`config.mk`:
```
export PLATFORM = sky130hd
export DESIGN_NAME = multu_unit
export DESIGN_NICKNAME = d
export VERILOG_FILES = /design/src/rtl/mul_pkg.sv /design/src/rtl/mul_step.sv /design/src/rtl/multu_unit.sv
export SDC_FILE = /design/constraint.sdc
export NUM_CORES = 1
export LEC_CHECK = 0
export BUFFER_PORTS_ARGS = -buffer_cell sky130_fd_sc_hd__clkbuf_2
export CAP_MARGIN = 20
export CORE_AREA = 3 3 172 174
export DETAILED_ROUTE_END_ITERATION = 10
export DIE_AREA = 0 0 175 177
export HOLD_SLACK_MARGIN = 0.06
export MAX_ROUTING_LAYER = met4
export PLACE_DENSITY = 0.79
export SKIP_CTS_REPAIR_TIMING = 1
export SLEW_MARGIN = 5
export SYNTH_ARGS = -nofsm -noshare
export SYNTH_HDL_FRONTEND = slang
export SYNTH_SLANG_ARGS = --single-unit
export TNS_END_PERCENT = 5
```
`constraint.sdc`:
```
create_clock -name clk -period 4.29 [get_ports clk]
set_clock_uncertainty 0.1 [all_clocks]
set_input_delay 0.429 -clock clk [delete_from_list [all_inputs] [get_ports clk]]
set_output_delay 0.429 -clock clk [all_outputs]
set_load 0.03 [all_outputs]
```
`src/rtl/mul_pkg.sv`:
```
// Shared definitions for the multu engine and the decoder that drives it.
//   state_t   : engine FSM states (IDLE accepts a start, RUN iterates)
//   MUL_WIDTH : architectural operand width; HI and LO are each this wide
//   SEL_LO/HI : encoding of the lohi read-select line (shared with decoder)
package mul_pkg;

  typedef enum logic {
    IDLE = 1'b0,
    RUN  = 1'b1
  } state_t;

  localparam int MUL_WIDTH = 32;

  localparam logic SEL_LO = 1'b0;
  localparam logic SEL_HI = 1'b1;

endpackage

```
`src/rtl/mul_step.sv`:
```
// One radix-2 shift-add iteration of the unsigned multiplier.
// Ports:
//   acc, mcand   : 2*WIDTH-bit accumulator and shifted multiplicand
//   mplier       : WIDTH-bit multiplier shift register
//   acc_nx, mcand_nx, mplier_nx : values after this iteration
module mul_step #(
  parameter int WIDTH = 32
) (
  input  logic [2*WIDTH-1:0] acc,
  input  logic [2*WIDTH-1:0] mcand,
  input  logic [WIDTH-1:0]   mplier,
  output logic [2*WIDTH-1:0] acc_nx,
  output logic [2*WIDTH-1:0] mcand_nx,
  output logic [WIDTH-1:0]   mplier_nx
);

  // Sum wraps mod 2^(2*WIDTH); with unsigned operands it can never carry out.
  assign acc_nx    = mplier[0] ? (acc + mcand) : acc;
  assign mcand_nx  = mcand << 1;
  assign mplier_nx = mplier >> 1;

endmodule

```
`src/rtl/multu_unit.sv`:
```
// Multi-cycle unsigned multiplier with architectural HI/LO registers.
// A start in IDLE captures a and b; the engine then runs exactly WIDTH
// shift-add iterations and commits the full product to HI/LO atomically.
// Ports:
//   clk, reset    : clock; asynchronous active-low reset
//   start, a, b   : multu request and its operands (sampled only on accept)
//   rd_req, lohi  : mfhi/mflo read request and HI/LO select
//   result        : selected HI or LO (combinational from the registers)
//   busy          : multiply in flight
//   stall         : read requested while busy; core must hold
//   done          : one-cycle pulse after HI/LO are committed
module multu_unit
  import mul_pkg::*;
#(
  parameter int WIDTH = MUL_WIDTH
) (
  input  logic             clk,
  input  logic             reset,
  input  logic             start,
  input  logic [WIDTH-1:0] a,
  input  logic [WIDTH-1:0] b,
  input  logic             rd_req,
  input  logic             lohi,
  output logic [WIDTH-1:0] result,
  output logic             busy,
  output logic             stall,
  output logic             done
);

  localparam int CNT_W = $clog2(WIDTH + 1);

  state_t               state;
  logic [CNT_W-1:0]     cnt;
  logic [2*WIDTH-1:0]   acc;
  logic [2*WIDTH-1:0]   mcand;
  logic [WIDTH-1:0]     mplier;
  logic [WIDTH-1:0]     hi;
  logic [WIDTH-1:0]     lo;

  logic [2*WIDTH-1:0]   acc_nx;
  logic [2*WIDTH-1:0]   mcand_nx;
  logic [WIDTH-1:0]     mplier_nx;

  mul_step #(.WIDTH(WIDTH)) u_step (
    .acc       (acc),
    .mcand     (mcand),
    .mplier    (mplier),
    .acc_nx    (acc_nx),
    .mcand_nx  (mcand_nx),
    .mplier_nx (mplier_nx)
  );

  // NOTE: all state is updated with non-blocking assignments so every
  // register samples pre-edge values; blocking here would let the commit
  // of hi/lo see a half-updated accumulator.
  always_ff @(posedge clk or negedge reset) begin
    if (!reset) begin
      // NOTE: the datapath registers are reset too, so an aborted multiply
      // leaves no partial product behind and HI/LO read as zero.
      state  <= IDLE;
      cnt    <= '0;
      acc    <= '0;
      mcand  <= '0;
      mplier <= '0;
      hi     <= '0;
      lo     <= '0;
      done   <= 1'b0;
    end else begin
      case (state)
        IDLE: begin
          done <= 1'b0;
          if (start) begin
            mcand  <= {{WIDTH{1'b0}}, a};
            mplier <= b;
            acc    <= '0;
            cnt    <= CNT_W'(WIDTH);
            state  <= RUN;
          end
        end
        RUN: begin
          // A start arriving here is dropped: there is no request queue.
          acc    <= acc_nx;
          mcand  <= mcand_nx;
          mplier <= mplier_nx;
          cnt    <= cnt - CNT_W'(1);
          if (cnt == CNT_W'(1)) begin
            // Last iteration: commit straight from the step output so the
            // whole product lands in HI and LO on the same edge.
            hi    <= acc_nx[2*WIDTH-1:WIDTH];
            lo    <= acc_nx[WIDTH-1:0];
            state <= IDLE;
            done  <= 1'b1;
          end
        end
        default: state <= IDLE;
      endcase
    end
  end

  assign busy   = (state == RUN);
  assign stall  = rd_req & busy;
  assign result = (lohi == SEL_HI) ? hi : lo;

endmodule

```
[Word level (Yosys, flattened, before mapping)]
Index checks and enable logic that the tools add are counted.
Cells by class
  div/mod/pow operators: 0
  $add $sub $neg: 2
  equality and inequality tests: 3
  reduce and logical (&&, ||, !) cells: 1
  multiplexer cells: 15
  shift operators: 0
  bitwise operators: 2
  order comparisons: 0
  multipliers: 0
Operators with widths (count)
  $pmux 64 s2: 2
  $mux 64: 3
  $add 64x64->64: 1
  $mux 32: 2
  $pmux 32 s2: 1
  $pmux 6 s2: 1
  $eq 6x1->1 const B: 1
  $mux 6: 1
  $sub 6x1->6 const B: 1
  $pmux 1 s2: 2
  $mux 1: 3
  $ne 2x1->1 const B: 1
  $ne 2x2->1 const B: 1
  $reduce_and 2->1: 1
  $and 1x1->1: 1
  $not 1->1: 1
Storage, ports and cells
  flip-flop bits (word level): 232
  latch bits: 0
  ROM bits: 0
  bits of input ports: 69
  output and inout bits: 35
  word-level logic and storage cells: 31
  memory bits (writable): 0
  memories: 0

[Depth between registers and ports, before layout]
Gate-level depths: netlist of the first run.
  depth in word-level cells: 3
  depth in mapped cells: 13
  gate-level depth less buffers: 13

[By module]
A second synthesis of the first run with hierarchy kept.
Second synthesis, totals
  cells, all modules: 1463
  area total of the unflattened synthesis: 14953.1 µm²
By module, submodules not included
  multu_unit: sequential area each 5805.6 µm², cells each 701, area an instance 9576.7 µm², instances 1
  mul_step: sequential area each 0.0 µm², cells each 762, area an instance 5376.4 µm², instances 1

[Worst setup path before layout of the first run]
No wires, ideal clock.
  kind: register to register
  start point: register acc[0]
  end point: register hi[18]
  path buffers: 0
  arrival: 3.314 ns
  required time: 4.066 ns
  setup time: 0.124 ns
  cell stages (with the launch flop): 14
  path slack: 0.752 ns
  clock period less this slack: 3.538 ns
  cells stage by stage: dfrtp_1 > ha_1 > inv_1 > fa_1 > nor2b_1 > o2111ai_1 > a2111oi_2 > nor3_1 > o311a_1 > o41a_1 > o41ai_4 > a21boi_1 > mux2i_1 > a211o_1
Between the ends
  word-level cells in the longest chain between the ends: 2
RTL lines
  start: declaration: RTL line multu_unit.sv:34  | logic [2*WIDTH-1:0] acc;
  start signal: assignment: RTL line multu_unit.sv:82  | acc <= acc_nx;
  $add 64x64->64: RTL line mul_step.sv:18  | assign acc_nx = mplier[0] ? (acc + mcand) : acc;
  $mux 64: RTL line mul_step.sv:18
  end signal: assignment: RTL line multu_unit.sv:89  | hi <= acc_nx[2*WIDTH-1:WIDTH];
  end: declaration: RTL line multu_unit.sv:37  | logic [WIDTH-1:0] hi;
No other way between the ends.
A chain may end at the register's enable or synchronous reset.

[Worst setup path after layout of the first run]
Same ends and word-level chain as after synthesis.

==> results by group, run 1 <==
CTS
  – CTS tree: built
  – Cts bufs inserted: 26
  – Clock Latency Late Sink: 540 ps
  – CTS H-tree lvls: 1
  – CTS Sinks: 232
  – Root Driver: clkbuf_16
  – Clk slew on worst S/H paths: 60 ps
  – Clock buffer depth: 3

Floorplanning
  – I/O pin count: around 100
  – Die extent in y: 177 um
  – Core area: approximately 28000 sq um
  – Die outline width: about 180 um
  – Row count: 61
  – Die ar.: roughly 31000 sq um
  – Initial Utilization: 0.502

Setup path
  – Largest stage delay, worst path: 480 ps
  – Slowest cell on crit path: o41ai_4
  – Crit path max fanout: 4
  – Worst Path Arrival: 4390 ps
  – Worst path cell trace: ha_1 > inv_1 > fa_1 > nor2b_2 > o2111ai_2 > a2111oi_2 > nor3_1 > o311a_1 > o41a_1 > o41ai_4 > a21boi_1 > mux2i_1 > a211o_1
  – Crit Path Category: register to register
  – WP data required: 4610 ps
  – Nature of the critical path endpoint: register
  – Startpoint Class: register

Detailed routing
  – Detailed Route Iter0 Violations: between 900 and 1000
  – Routed length per instance: 19.8 um
  – First-pass detailed-route iteration total: 7
  – Post-detailed-routing wire length: 39500 um
  – Residual DRC: 0
  – Vias: 11800
  – Number of vias per cell: around 5.9
  – Routed Antenna Nets: 0

Synth
  – Netlist cell types: 61
  – Cells after synthesis: roughly 1600
  – Area contributors post-synth: dfrtp_1 (41%), mux2i_1 (7.7%), o21ai_0 (7.3%), nand2_1 (7.1%), ha_1 (5.8%)
  – Synth area leader: dfrtp_1
  – Synthesized cell area: 14000 sq um
  – EDFF count, synth: 0
  – Area fraction of the dominant cell type after synthesis: 0.414
  – Yosys reg bits: 232
  – Sequential-to-total area share from yosys stat: 0.414
  – Top_reg_cell synth: dfrtp_1
  – Ys async rst share: 1.00
  – Synth warnings: 0
  – Syn Area/Cell: 9.04 sq um
  – Syn_nets: approximately 1700

Timing
  – Final Critical Period: 4060 ps
  – Hold_ws: between 50 and 60 ps
  – Finish-stage setup viols: 0
  – Period utilization: 0.947
  – Setup total negative slack: 0 ps
  – Maximum clock rate: 0.246 GHz
  – Max-slew headroom: 0.340
  – Hold Fails Final Rpt: 0
  – Unrepaired setup endpoints after global routing: false
  – Slew @ Worst Pin: 990 ps
  – Slew Viols, Final: 0

Cells and area
  – Cell Count, Final, Fillers Out: around 2000
  – Layout area overhead: 11.9%
  – Util after Layout: 0.562
  – Post-route cell area: 15700 sq um
  – Share of layout cells above drive strength 1: 0.141
  – ANT cells: 0
  – Count of nets after finishing: around 1700
  – Fill count: 2516

Outcome
  – Status: finished, final reports clean

GRT
  – Gr ovfl total: 0
  – Initial antenna violation count: 0
  – First-pass GRT wire length: 63600 um
  – Largest net degree at the start of global routing: 111
  – Vias in the first global route: around 12000
  – GR Util All Layers: 0.261

Power
  – Peak supply drop: 0.350 mV
  – Cell Pwr Density: ~790 nW/um^2
  – Leakage: 7.45 nW

Place
  – # placed instances: 1945
  – Port bufs: 103
  – HPWL Detailed: 28400 um
  – Gpl congestion: 0.961
  – Post-placement cell area: roughly 15000 sq um

Min path
  – Hold/Removal Path Class: input port to register

Job
  – Maximum capacitance violations: 0
==> where the power goes <==
group	internal, W	total (W)	switching [W]
Clock	0.00130	0.00223	0.000929
Sequential	0.00310	0.00395	0.000846
Combinational	0.00241	0.00624	0.00383
==> cell usage in the layout, fill, tap and decap left out, types with 18 or more instances in the layout <==
| cell | count |
|---|---|
| clkbuf_16 | 26 |
| buf_4 | 23 |
| dfrtp_1 | 230 |
| xor2_1 | 32 |
| inv_1 | 20 |
| xnor2_1 | 31 |
| a22o_1 | 31 |
| o21ai_0 | 205 |
| a21o_1 | 43 |
| mux2i_1 | 108 |
| a31oi_1 | 18 |
| mux2_2 | 32 |
| ha_1 | 65 |
| clkbuf_2 | 101 |
| a21oi_1 | 85 |
| nor2_1 | 64 |
| nand4_1 | 29 |
| nand2_1 | 266 |
==> cell type report <==
cell class	count	area (sq um)	share of cell area
clock buffer	34	721	0.0459
timing repair buffer	128	733	0.0467
sequential	232	5810	0.370
multi-input combinational	1189	7740	0.493
inverter	21	78.8	0.00502
clock inverter	14	136	0.00869
tap	378	473	0.0301
==> worst paths after layout <==
| path | start | end | slack, ps | cells past startpoint |
|---|---|---|---|---|
| max in group asynchronous | reset | acc[2]$_DFFE_PN0P_ | 2550 | 3 |
| min | b[31] | mplier[31]$_DFFE_PN0P_ | 50 | 3 |
| max reg2reg | acc[0]$_DFFE_PN0P_ | hi[18]$_DFFE_PN0P_ | 230 | 13 |
| max | acc[0]$_DFFE_PN0P_ | hi[18]$_DFFE_PN0P_ | 230 | 13 |
| min reg2reg | lo[2]$_DFFE_PN0P_ | lo[2]$_DFFE_PN0P_ | 370 | 2 |
| min in group asynchronous | reset | mcand[57]$_DFFE_PN0P_ | 460 | 2 |
==> per-stage QoR <==
stage          setup slack [ps]  total power [W]
2_1_floorplan               752          0.00832
3_3_place_gp                367          0.00994
3_5_place_dp                243           0.0101
4_1_cts                     186           0.0124
5_1_grt                    45.3           0.0133
6_report                    226           0.0124
==> cell families (layout without fill, tap and decap cells) <==
| kind of cell | count (synthesis) | count (layout) | synth area share |
|---|---|---|---|
| AOI/OAI and AO/OA | 473 | 473 | 0.209 |
| buffers and inverters | 131 | 197 | 0.0354 |
| DFF | 232 | 232 | 0.414 |
| adders and majority gates | 66 | 66 | 0.0594 |
| and+or+nand+nor | 447 | 447 | 0.140 |
| xor gates and xnor gates | 63 | 63 | 0.0393 |
| muxes | 140 | 140 | 0.103 |
==> cell usage after synthesis, drive strengths merged (7+ instances only) <==
library cell,number
a21oi,85
mux2i,108
inv,21
nor2,65
buf,19
dfrtp,232
nand3b,7
clkbuf,91
xnor2,31
a22o,31
a31o,11
a31oi,18
o22ai,9
nand3,13
o21bai,15
o21ai,206
nand4,29
nor3,17
xor2,32
mux2,32
nand2,266
ha,65
nor3b,16
a21o,43
==> layer usage <==
| layer | up-vias | track usage | wire length (um) |
|---|---|---|---|
| li1 | 5652 | - | - |
| met1 | 5692 | 0.366 | 18400 |
| met2 | 388 | 0.389 | 17200 |
| met3 | 88 | 0.0444 | 2590 |
| met4 | 0 | 0.0814 | 1320 |
| met5 | - | - | 0 |
==> sequential cells by signal, summed over array words and instances (netlist names) <==
register	count
acc	64
busy	1
cnt	6
done	1
hi	32
lo	32
mcand	64
mplier	32
==> worst max-delay path, delay by kind of cell, from the launching register on <==
kind | cells | cell delay [ps]
compound gates | 7 | 2290
fa+ha+maj | 2 | 600
buf+inv | 1 | 50
flops | 1 | 380
mux | 1 | 160
simple gates | 2 | 370
Note: power is estimated with default switching activity, not from simulation.
==> run 2: changes to the inputs <==
--- a/config.mk
+++ b/config.mk
@@ -7,12 +7,14 @@
 export LEC_CHECK = 0
 export BUFFER_PORTS_ARGS = -buffer_cell sky130_fd_sc_hd__clkbuf_2
 export CAP_MARGIN = 20
-export CORE_AREA = 3 3 172 174
+export CELL_PAD_IN_SITES_DETAIL_PLACEMENT = 0
+export CELL_PAD_IN_SITES_GLOBAL_PLACEMENT = 2
+export CORE_AREA = 3 3 197 199
 export DETAILED_ROUTE_END_ITERATION = 10
-export DIE_AREA = 0 0 175 177
+export DIE_AREA = 0 0 200 202
 export HOLD_SLACK_MARGIN = 0.06
 export MAX_ROUTING_LAYER = met4
-export PLACE_DENSITY = 0.79
+export PLACE_DENSITY = 0.9
 export SKIP_CTS_REPAIR_TIMING = 1
 export SLEW_MARGIN = 5
 export SYNTH_ARGS = -nofsm -noshare
==> run 2 against run 1 <==
Compared with the run above:
- worst setup slack worse by 25 ps
- power up 0.92%
- largest cell class unchanged
- global-route usage decreased by 4.7 points
- critical path type unchanged
- non-clock buffer count shrank 2
==> results by group, run 2 (same netlist as run 1, synthesis figures left out) <==
Power
  – Design Power: between 0.01 and 0.015 W
  – Cell Pwr Density: 790 nW/um^2
  – Leakage: 7.45 nW
  – Peak supply drop: 0.310 mV

Setup path
  – Cell depth of the worst setup path: 13
  – Crit-path leading delay family: compound AO/OA/AOI/OAI gates
  – Worst R2R Setup Slack: between 200 and 250 ps
  – Largest stage delay, worst path: between 500 and 600 ps
  – Slowest cell on crit path: o41a_1
  – Setup crit end: hi[18]$_DFFE_PN0P_
  – Reg-to-reg startpoint: mcand[0]$_DFFE_PN0P_
  – Crit path max fanout: 4
  – Crit Path Category: register to register
  – Startpoint Class: register
  – Worst path cell trace: ha_1 > inv_1 > fa_1 > nor2b_1 > o2111ai_1 > a2111oi_2 > nor3_1 > o311a_1 > o41a_1 > o41ai_4 > a21boi_1 > mux2i_1 > a211o_1
  – WP data required: 4620 ps
  – Crit path from: mcand[0]$_DFFE_PN0P_
  – Worst Path Arrival: 4420 ps
  – FF-to-FF End: hi[18]$_DFFE_PN0P_
  – Nature of the critical path endpoint: register
  – Buffers & Inverters on Critical Path: 1
  – Reg2reg path depth: 13

GRT
  – Largest net degree at the start of global routing: between 100 and 150
  – Initial antenna violation count: 2
  – First-pass GRT wire length: 66800 um
  – GR Util All Layers: 0.214
  – Vias in the first global route: 11600
  – Gr ovfl total: 0

Floorplanning
  – Row count: between 70 and 80
  – Core area: between 30000 and 40000 sq um
  – Die ar.: 40400 sq um
  – I/O pin count: 104
  – Initial Utilization: 0.375
  – Die extent in y: slightly above 200 um
  – Die outline width: 200 um

Timing
  – Max-slew headroom: 0.321
  – Maximum clock rate: 0.245 GHz
  – Slew Viols, Final: 0
  – PnR worst setup slack: around 200 ps
  – Slew @ Worst Pin: approximately 1000 ps
  – Period utilization: 0.953
  – Final Critical Period: 4090 ps
  – Setup total negative slack: 0 ps
  – Unrepaired setup endpoints after global routing: false
  – Finish-stage setup viols: 0
  – Hold Fails Final Rpt: 0

Detailed routing
  – M1 wire length: about 21000 um
  – Routed wl met2: 18400 um
  – Number of vias per cell: around 5.5
  – Routed Antenna Nets: 0
  – Residual DRC: 0
  – Routed length per instance: 19.9 um
  – Detailed Route Iter0 Violations: 675
  – Vias: 11700
  – First-pass detailed-route iteration total: 5
  – Uppermost layer routed: met4
  – Detail Route met3 WL: 1930 um
  – Post-detailed-routing wire length: 42300 um

Cells and area
  – Count of nets after finishing: 1731
  – Commonest non-fill, non-tap cell in the layout: nand2_1
  – Top Registers: acc: 64 flops, mcand: 64 flops
  – Share of layout cells above drive strength 1: 0.138
  – Most frequent cells in the layout: nand2_1 (266), dfrtp_1 (230), o21ai_0 (205)
  – Layout area overhead: 13.0%

Job
  – Maximum capacitance violations: 0

Outcome
  – Status: finished, final reports clean

Place
  – Port bufs: 103
  – Setup slack after placement: 270 ps
  – Gpl congestion: 0.925
  – HPWL Detailed: 30800 um

CTS
  – Clock buffer depth: 3
  – Clk slew on worst S/H paths: 70 ps
  – Clock Latency Late Sink: 540 ps
  – CTS Sinks: 232
  – CTS H-tree lvls: 1
  – CTS tree: built
  – Cts bufs inserted: 26
  – Root Driver: clkbuf_16

Min path
  – Hold/Removal Path Class: input port to register
run 2: cell types whose count changed in the layout (fill, tap and decap cells not counted), sizes merged:
| cell | previous run | this run |
|---|---|---|
| clkinvlp | 2 | 1 |
| dlygate4sd3 | 2 | 1 |
| clkinv | 10 | 7 |
| diode | 0 | 1 |
| buf | 25 | 24 |
| clkbuf | 135 | 138 |
run 2: worst min-delay path by stage:
stage                      start  slack, ps                endpoint  cells after the start
6_report                   b[31]         40  mplier[31]$_DFFE_PN0P_                      3
5_1_grt                     a[0]         70    mcand[0]$_DFFE_PN0P_                      3
4_1_cts                    reset       -140   mcand[57]$_DFFE_PN0P_                      1
3_5_place_dp   lo[2]$_DFFE_PN0P_        360       lo[2]$_DFFE_PN0P_                      2
3_3_place_gp   lo[2]$_DFFE_PN0P_        340       lo[2]$_DFFE_PN0P_                      2
2_1_floorplan              reset         30      acc[0]$_DFFE_PN0P_                      0
run 2: layout make-up:
cell class                 count  area [sq um]
timing repair buffer         126           716
antenna                        1          2.50
multi-input combinational   1189          7730
clock buffer                  37           763
tap                          511           639
clock inverter                10           110
inverter                      21          78.8
sequential                   232          5810
fill                        3737         21500
run 2: worst register-to-register path: stages, from the launching register on:
cell and delay [ps]:
dfrtp_1 370, ha_1 170, inv_1 60, fa_1 400, nor2b_1 180, o2111ai_1 200, a2111oi_2 390, nor3_1 180
o311a_1 400, o41a_1 560, o41ai_4 370, a21boi_1 180, mux2i_1 150, a211o_1 270
run 2: metal layers:
layer  vias to the layer above  track usage
met5                         -            -
met4                         0       0.0551
met2                       257        0.318
met1                      5667        0.307
met3                        81       0.0325
li1                       5664            -
run 2: per-stage QoR:
step / util / area, sq um / std cells / hold slack, ps
after floorplan: - / 14000 / 1552 / 33.4
after global placement: 0.400 / 15000 / 2078 / 345
after detailed placement: 0.400 / 15000 / 2078 / 357
after CTS: 0.424 / 15800 / 2125 / -139
after global routing: 0.424 / 15900 / 2127 / 74.5
final: 0.424 / 15900 / 2127 / 44.2
run 2: power breakdown:
| group | total [W] | internal [W] | switching [W] |
|---|---|---|---|
| Combinational | 0.00628 | 0.00240 | 0.00388 |
| Clock | 0.00231 | 0.00136 | 0.000957 |
| Sequential | 0.00394 | 0.00310 | 0.000842 |
| Total | 0.0125 | 0.00685 | 0.00568 |
